--- config.mk ---
export PLATFORM = sky130hd
export DESIGN_NAME = br_local_inject_arbiter
export DESIGN_NICKNAME = d
export VERILOG_FILES = /design/src/rtl/br_local_inject_arbiter_pkg.sv /design/src/rtl/br_rr_arbiter.sv /design/src/rtl/br_local_inject_arbiter.sv
export SDC_FILE = /design/constraint.sdc
export NUM_CORES = 1
export LEC_CHECK = 0
export CAP_MARGIN = 20
export CORE_ASPECT_RATIO = 0.7
export CORE_UTILIZATION = 36
export CTS_BUF_LIST = sky130_fd_sc_hd__clkbuf_2 sky130_fd_sc_hd__clkbuf_4 sky130_fd_sc_hd__clkbuf_8
export DETAILED_ROUTE_END_ITERATION = 8
export PLACE_DENSITY = 0.86
export SYNTH_ARGS = -nofsm -noshare
export SYNTH_HDL_FRONTEND = slang
export SYNTH_SLANG_ARGS = --single-unit
--- constraint.sdc ---
create_clock -name clk -period 2.6 [get_ports clk]
set_input_delay 0.65 -clock clk [delete_from_list [all_inputs] [get_ports clk]]
set_output_delay 0.65 -clock clk [all_outputs]
set_load 0.02 [all_outputs]
--- src/rtl/br_local_inject_arbiter_pkg.sv ---
// rtl/br_local_inject_arbiter_pkg.sv - BrLite flit types and local inject arbiter state encoding
package br_local_inject_arbiter_pkg;

  localparam int BR_ID_W = 5;

  typedef enum logic [1:0] {
    BR_SVC_NONE = 2'd0,
    BR_SVC_TGT  = 2'd1,
    BR_SVC_ALL  = 2'd2,
    BR_SVC_MON  = 2'd3
  } br_svc_t;

  typedef struct packed {
    logic [15:0]        payload;
    logic [15:0]        target;
    logic [15:0]        source;
    br_svc_t            service;
    logic [BR_ID_W-1:0] id;
  } br_data_t;

  typedef enum logic [1:0] {
    BR_ARB_IDLE,
    BR_ARB_SEND,
    BR_ARB_RELEASE
  } br_arb_state_t;

endpackage

--- src/rtl/br_rr_arbiter.sv ---
// rtl/br_rr_arbiter.sv - combinational round-robin pick starting at a rotating pointer
module br_rr_arbiter
  import br_local_inject_arbiter_pkg::*;
#(
  parameter int N     = 4,
  parameter int IDX_W = $clog2(N)
) (
  input  logic [N-1:0]     req,
  input  logic [IDX_W-1:0] ptr,
  output logic [N-1:0]     gnt,
  output logic [IDX_W-1:0] idx
);

  logic             found;
  logic [IDX_W-1:0] cand;

  // Walk the requesters cyclically from ptr; the first one found wins.
  always_comb begin
    gnt   = '0;
    idx   = '0;
    found = 1'b0;
    cand  = '0;
    for (int off = 0; off < N; off++) begin
      if (int'(ptr) + off >= N) begin
        cand = IDX_W'(int'(ptr) + off - N);
      end else begin
        cand = IDX_W'(int'(ptr) + off);
      end
      if (!found && req[cand]) begin
        found     = 1'b1;
        gnt[cand] = 1'b1;
        idx       = cand;
      end
    end
  end

endmodule

--- src/rtl/br_local_inject_arbiter.sv ---
// rtl/br_local_inject_arbiter.sv - shares the BrLite router local port among on-tile clients
module br_local_inject_arbiter
  import br_local_inject_arbiter_pkg::*;
#(
  parameter int N_CLI   = 4,
  parameter int ID_INIT = 0
) (
  input  logic                   clk,
  input  logic                   rst_n,
  input  logic [15:0]            src_xy_i,
  input  logic [N_CLI-1:0]       cli_req_i,
  input  br_data_t [N_CLI-1:0]   cli_flit_i,
  output logic [N_CLI-1:0]       cli_ack_o,
  input  logic                   busy_i,
  output br_data_t               flit_o,
  output logic                   req_o,
  input  logic                   ack_i,
  output logic [N_CLI-1:0]       grant_o,
  output logic [31:0]            sent_cnt_o
);

  localparam int IDX_W = $clog2(N_CLI);

  br_arb_state_t      state_q, state_d;
  br_data_t           flit_q, flit_d;
  logic               req_q, req_d;
  logic [N_CLI-1:0]   grant_q, grant_d;
  logic [N_CLI-1:0]   ack_q, ack_d;
  logic [N_CLI-1:0]   mask_q, mask_d;
  logic [31:0]        cnt_q, cnt_d;
  logic [BR_ID_W-1:0] id_q, id_d;
  logic [IDX_W-1:0]   ptr_q, ptr_d;

  logic [N_CLI-1:0]   eligible;
  logic [N_CLI-1:0]   arb_gnt;
  logic [IDX_W-1:0]   arb_idx;

  // The previous owner is masked for one cycle so its still-high req cannot win again.
  assign eligible = cli_req_i & ~mask_q;

  br_rr_arbiter #(.N(N_CLI), .IDX_W(IDX_W)) u_rr (
    .req (eligible),
    .ptr (ptr_q),
    .gnt (arb_gnt),
    .idx (arb_idx)
  );

  // Next-state and datapath: issue from IDLE, wait for ack in SEND, wait for ack release.
  always_comb begin
    state_d = state_q;
    flit_d  = flit_q;
    req_d   = req_q;
    grant_d = grant_q;
    ack_d   = '0;
    mask_d  = '0;
    cnt_d   = cnt_q;
    id_d    = id_q;
    ptr_d   = ptr_q;
    unique case (state_q)
      BR_ARB_IDLE: begin
        // A lingering ack from the router blocks issue so the 4-phase handshake stays aligned.
        if (!busy_i && !ack_i && (eligible != '0)) begin
          flit_d        = cli_flit_i[arb_idx];
          flit_d.source = src_xy_i;
          flit_d.id     = id_q;
          req_d         = 1'b1;
          grant_d       = arb_gnt;
          id_d          = id_q + 1'b1;
          ptr_d         = (arb_idx == IDX_W'(N_CLI - 1)) ? '0 : arb_idx + 1'b1;
          state_d       = BR_ARB_SEND;
        end
      end
      BR_ARB_SEND: begin
        if (ack_i) begin
          req_d   = 1'b0;
          ack_d   = grant_q;
          cnt_d   = cnt_q + 32'd1;
          state_d = BR_ARB_RELEASE;
        end
      end
      BR_ARB_RELEASE: begin
        if (!ack_i) begin
          grant_d = '0;
          mask_d  = grant_q;
          state_d = BR_ARB_IDLE;
        end
      end
      default: state_d = BR_ARB_IDLE;
    endcase
  end

  // State register; reset abandons any transfer in flight without acking the client.
  always_ff @(posedge clk or negedge rst_n) begin
    if (!rst_n) begin
      state_q <= BR_ARB_IDLE;
      flit_q  <= '0;
      req_q   <= 1'b0;
      grant_q <= '0;
      ack_q   <= '0;
      mask_q  <= '0;
      cnt_q   <= '0;
      id_q    <= BR_ID_W'(ID_INIT);
      ptr_q   <= '0;
    end else begin
      state_q <= state_d;
      flit_q  <= flit_d;
      req_q   <= req_d;
      grant_q <= grant_d;
      ack_q   <= ack_d;
      mask_q  <= mask_d;
      cnt_q   <= cnt_d;
      id_q    <= id_d;
      ptr_q   <= ptr_d;
    end
  end

  assign flit_o     = flit_q;
  assign req_o      = req_q;
  assign grant_o    = grant_q;
  assign cli_ack_o  = ack_q;
  assign sent_cnt_o = cnt_q;

endmodule

After elaboration in Yosys (flattened, before gate mapping)
Index checks and enable logic that the tools add are counted.

cells by class
  $lt $le $gt $ge = 13
  equal/unequal tests = 6
  reductions and logical operators = 23
  bitwise logic cells = 5
  add/sub/neg operators = 10
  muxes and demuxes = 47

operator list
  cell                                                                   count
  55-bit binary-select mux with 2-bit select                             1
  55-bit 2-to-1 mux                                                      1
  4-bit 2-to-1 mux                                                       9
  32-bit by 1-bit adder with 32-bit output, second input constant        1
  2-bit 2-to-1 mux                                                       12
  2-bit by 3-bit < comparator with 1-bit output, second input constant   5
  1-bit 2-to-1 mux                                                       13
  4-bit OR                                                               3
  3-bit >= comparator, second input constant                             3
  1-bit logical AND                                                      9
  1-bit binary-select mux with 2-bit select                              4
  1-bit demux with 2-bit select                                          4
  2-bit by 1-bit >= comparator with 1-bit output, second input constant  4
  4-bit one-hot mux with 2 select lines                                  1
  2-bit by 1-bit subtractor with 2-bit output, second input constant     4
  2-bit by 2-bit adder with 3-bit output, second input constant          2
  2-bit != test, second input constant                                   3
  2-bit one-hot mux with 3 select lines                                  1
  2-bit AND reduction                                                    3
  3-bit AND reduction                                                    2
  5-bit by 1-bit adder with 5-bit output, second input constant          1
  1-bit zero test                                                        5
  4-bit AND                                                              1
  2-bit == test, second input constant                                   2
  other kinds (9)                                                        10

storage, ports and cells
  bits in registers = 109
  word-level logic and storage cells = 117
  bits of input ports = 244
  output and inout bits = 96

Longest topological paths before layout
  depth after elaboration = 16
  gate-level depth with buffers = 13

By module
Synthesis repeated with hierarchy kept, for this count alone.

second synthesis, totals
  cells, all modules = 465
  area, all modules = 5696.7 sq um

by module, submodules not included
  module                   times used  area each (sq um)  cells each
  br_local_inject_arbiter  1           5207.5             400
  br_rr_arbiter            1           489.2              65

Worst setup path after synthesis
No wires, ideal clock.

  kind = register to register
  from = register ptr_q[0]
  to = register flit_q, in the netlist flit_o[36]
  setup time = 0.069 ns
  required time = 2.531 ns
  data arrival time = 2.490 ns
  stages on the path, launching flop included = 12
  buffers on the path = 3
  path slack = 0.041 ns
  path through = dfrtp_1 > buf_2 > inv_2 > ha_1 > buf_2 > mux2i_1 > a32o_1 > a211o_2 > nand2_4 > buf_4 > mux2_2 > nand3_1

between the ends
  cells in the longest elaborated chain, start to end = 16

RTL lines
  what                                                                                             line                            text
  start, declared                                                                                  br_local_inject_arbiter.sv:32   logic [IDX_W-1:0] ptr_q, ptr_d;
  start signal, assigned                                                                           br_local_inject_arbiter.sv:113  ptr_q <= ptr_d;
  parallel branches: the longest is 13 deep, another holds 2-bit by 1-bit adder with 3-bit output  --
  2-bit 2-to-1 mux *                                                                               br_rr_arbiter.sv:29             if (!found && req[cand]) begin
  55-bit binary-select mux with 2-bit select *                                                     br_local_inject_arbiter.sv:63   flit_d = cli_flit_i[arb_idx];
  55-bit 2-to-1 mux (not written as such) *                                                        br_local_inject_arbiter.sv:63
  end signal, assigned                                                                             br_local_inject_arbiter.sv:106  flit_q <= flit_d;
  end, declared                                                                                    br_local_inject_arbiter.sv:25   br_data_t flit_q, flit_d;

Mark *: on every way between the ends. The select of a mux whose other input is x is not followed.
A chain may end at the register's enable or synchronous reset.

Final worst setup path
  from = input port cli_req_i[2]
  to = register flit_q, in the netlist flit_o[39]

between the ends
  cells in the longest elaborated chain, start to end = 15

RTL lines
  what                                        line                           text
  start, declared                             br_local_inject_arbiter.sv:11  input logic [N_CLI-1:0] cli_req_i,
  4-bit AND *                                 br_local_inject_arbiter.sv:39  assign eligible = cli_req_i & ~mask_q;
  1-bit binary-select mux with 2-bit select   br_rr_arbiter.sv:29
  1-bit 2-to-1 mux (not written as such)      br_rr_arbiter.sv:29
  1-bit 2-to-1 mux                            br_rr_arbiter.sv:29
  1-bit zero test                             br_rr_arbiter.sv:29
  1-bit logical AND                           br_rr_arbiter.sv:29
  1-bit 2-to-1 mux                            br_rr_arbiter.sv:29
  1-bit zero test                             br_rr_arbiter.sv:29
  1-bit logical AND                           br_rr_arbiter.sv:29
  1-bit 2-to-1 mux                            br_rr_arbiter.sv:29
  1-bit zero test                             br_rr_arbiter.sv:29
  1-bit logical AND                           br_rr_arbiter.sv:29
  2-bit 2-to-1 mux                            br_rr_arbiter.sv:29
  55-bit binary-select mux with 2-bit select  br_local_inject_arbiter.sv:63
  55-bit 2-to-1 mux (not written as such)     br_local_inject_arbiter.sv:63

Every way passes the cells marked *; elsewhere a longest branch is shown, timed or not. The select of a mux whose other input is x is not followed.

==> run summary <==
status - finished clean
CTS sink cnt - 109
Top FF cell, synth - dfrtp_1
Synth Warn # - 0
EDFF count, synth - 0
RSZ-0062 raised after global routing - no
fraction of layout instances using a drive strength above 1 - 0.165
hold slack - 205 ps
grt met3 use - 0.0481
Synth Area in XOR/XNOR - 0.0539
R2R Setup Slk - 170 ps
via count - 5529
gpl congestion - 0.864
core box area - 15700 um2
Die Span Y - 109 um
Worst-Skew Late Latency - 380 ps
clock power share - 0.146
synthesis-to-layout area growth - 56.7%
GR peak layer - met2
setup TNS - 0 ps
# IOs - 340
Antenna Cells - 0
antenna viol nets, final - 0
Worst Path Arrival - 2760 ps
main combinational cell family by area after synthesis - simple AND/OR/NAND/NOR gates
switch share - 0.397
mux cell area share after synthesis - 0.0759
number of H-tree levels - 3
highest-count cells in the layout ignoring fill and taps - clkdlybuf4s50_1 (254), nand2_1 (193), dfrtp_1 (109)
global-route usage over all layers - 0.207
CTS resizes - 0
Die W - 154 um
internal power - 4.46 mW
Peak VDD IR - 0.404 mV
antenna violations before repair - 0
vias in the first global route - 5318
GRT met1 Usage - 0.279
placed cells - 1088
final instance area - 9170 um2
Die Area - 16800 um2
drt wl/cell - 15.7 um
Critical Path RT - 2870 ps
Worst-Margin Slew - 504 ps
post-synthesis adder-cell area fraction - 0.0192
final worst path period share - 0.956
worst r2r src - ptr_q[1]$_DFFE_PN0P_
HP Class - in -> async
Pins Over Slew Limit - 0
CTS Buffer Depth - 2
Lkg Pwr - 3.88 nW
crit path time final - 2490 ps
clock-pin slew on the worst setup and hold paths - 130 ps
drc violations - 0
Max Cap Viol - 0
# rows - 38
final wirelength - 17400 um
sequential power share - 0.342
P_sw - 2.93 mW
post-detailed-route via-to-cell ratio - 5.01
Hold Fails Final Rpt - 0
IO buf count - 255
Gate power share - 0.512
CTS tree - done
Mapped Cells - 610
Cell Area, Synth - 5850 um2
number of hold-repair buffers added at the cts stage - 0
DR pass1 iterations - 5
Power Dens Cells - 805 nW/um2
Placed Instance Area - 8960 um2
largest net degree at the start of global routing - 55
commonest non-fill, non-tap cell in the layout - clkdlybuf4s50_1
Yosys reg bits - 109
WS Path Type - in -> reg
Net Count, Synth - 863
fin nets - 1152
syn avg cell area - 9.59 um2
total CTS buffers - 9
Crit. End Element - flop
Synth Area in Compound Gates - 0.117
worst r2r path cells - 9
GR Util met2 - 0.343
gr ovfl total - 0
Post-CTS Setup Inserts - 0
first-pass GRT wire length - 27400 um
Final setup viols - 0
Design Power - 7.38 mW
Clock Root Buffer - clkbuf_8
sequential fraction of the synthesis area - 0.466
fmax - 0.402 GHz
r2r endpoint - flit_o[39]$_DFFE_PN0P_
Post-Layout Cell Count - 1104
Initial Util - 0.373
Distinct cells, synth - 47
Simple-Gate Fraction of Synth Area - 0.227
CP max FO - 21
DR iter-0 viols - 316
clk_skew - 18.1 ps
FFs w/ async S/R, synth - 1.00
Detailed Place HPWL - 13200 um
CP startpoint kind - input pin
relative slew slack - 0.661
[logic make-up (layout without fill, tap and decap cells)]
logic type,after synthesis,count (layout)
xor+xnor,36,36
simple gates,302,302
flops,109,109
compound gates,74,74
mux,40,40
fa+ha+maj,9,9
buf+inv,40,334
[synth_stat cells (2+ instances only)]
master | count | area (um2)
buf_4 | 3 | 22.5
a21oi_1 | 10 | 50.1
and3_1 | 11 | 68.8
nor2_1 | 13 | 48.8
o21ai_1 | 2 | 10.0
mux2i_1 | 5 | 50.1
inv_1 | 6 | 22.5
a22oi_1 | 8 | 60.1
xor2_1 | 8 | 70.1
mux2_2 | 35 | 394
nand3_1 | 48 | 240
a22oi_2 | 30 | 375
dfrtp_1 | 109 | 2730
clkbuf_1 | 11 | 41.3
xnor2_1 | 28 | 245
nand4_1 | 8 | 50.1
ha_1 | 9 | 113
buf_2 | 10 | 50.1
nor3_1 | 8 | 40.0
o21ai_0 | 9 | 45.0
a221oi_1 | 4 | 35.0
buf_6 | 9 | 101
nand2_1 | 193 | 724
nor4_1 | 2 | 12.5
and2_1 | 4 | 25.0
nand2b_1 | 6 | 37.5
[worst max path at each step]
stage,from,cells past startpoint,endpoint
after floorplan,ptr_q[0]$_DFFE_PN0P_,11,flit_o[36]$_DFFE_PN0P_
after global placement,cli_req_i[0],9,flit_o[48]$_DFFE_PN0P_
after detailed placement,cli_req_i[0],9,flit_o[39]$_DFFE_PN0P_
after CTS,cli_req_i[0],9,flit_o[39]$_DFFE_PN0P_
after global routing,cli_req_i[0],10,flit_o[48]$_DFFE_PN0P_
final,cli_req_i[2],9,flit_o[39]$_DFFE_PN0P_
[power by group through the flow]
stage / logic, mW / registers, mW / clock network (mW)
4_1_cts: 3.80 / 2.53 / 1.13
3_3_place_gp: 3.74 / 2.54 / 0
3_5_place_dp: 3.79 / 2.56 / 0
2_1_floorplan: 1.46 / 3.05 / 0
5_1_grt: 4.07 / 2.59 / 1.19
6_report: 3.78 / 2.52 / 1.08
[state kept, by name (all words and copies together), names as in the netlist, 2 cells and up]
register and flops:
cli_ack_o 4, flit_o 55, grant_o 4, id_q 5, mask_q 4, ptr_q 2
sent_cnt_o 32, state_q 2
[per-layer routing]
layer	part of all wire	wire, um
met5	0	0
met4	0.011	185
met3	0.065	1130
met1	0.46	8070
met2	0.46	8000
[layout make-up]
class / instances / area (um2)
tap: 200 / 250
timing repair buffer: 311 / 3060
multi-input combinational: 461 / 2900
fill: 1328 / 6520
inverter: 7 / 26.3
clock buffer: 9 / 124
sequential: 109 / 2730
clock inverter: 7 / 81.3
[metrics by stage]
stage               setup slack, ps  utilization
floorplan                      41.3            -
global placement               -272        0.571
detailed placement             -283        0.571
CTS                             140        0.584
global route                   23.3        0.584
finish                          115        0.584
[worst max-delay path, stage by stage]
cell and delay (ps):
clkdlybuf4s50_1 500, nor2b_4 180, mux2i_1 100, a32o_1 240, a211o_2 360, and3_2 260, buf_12 190, a22oi_2 140
nand3_1 100
Power figures use the tool's default switching activity.
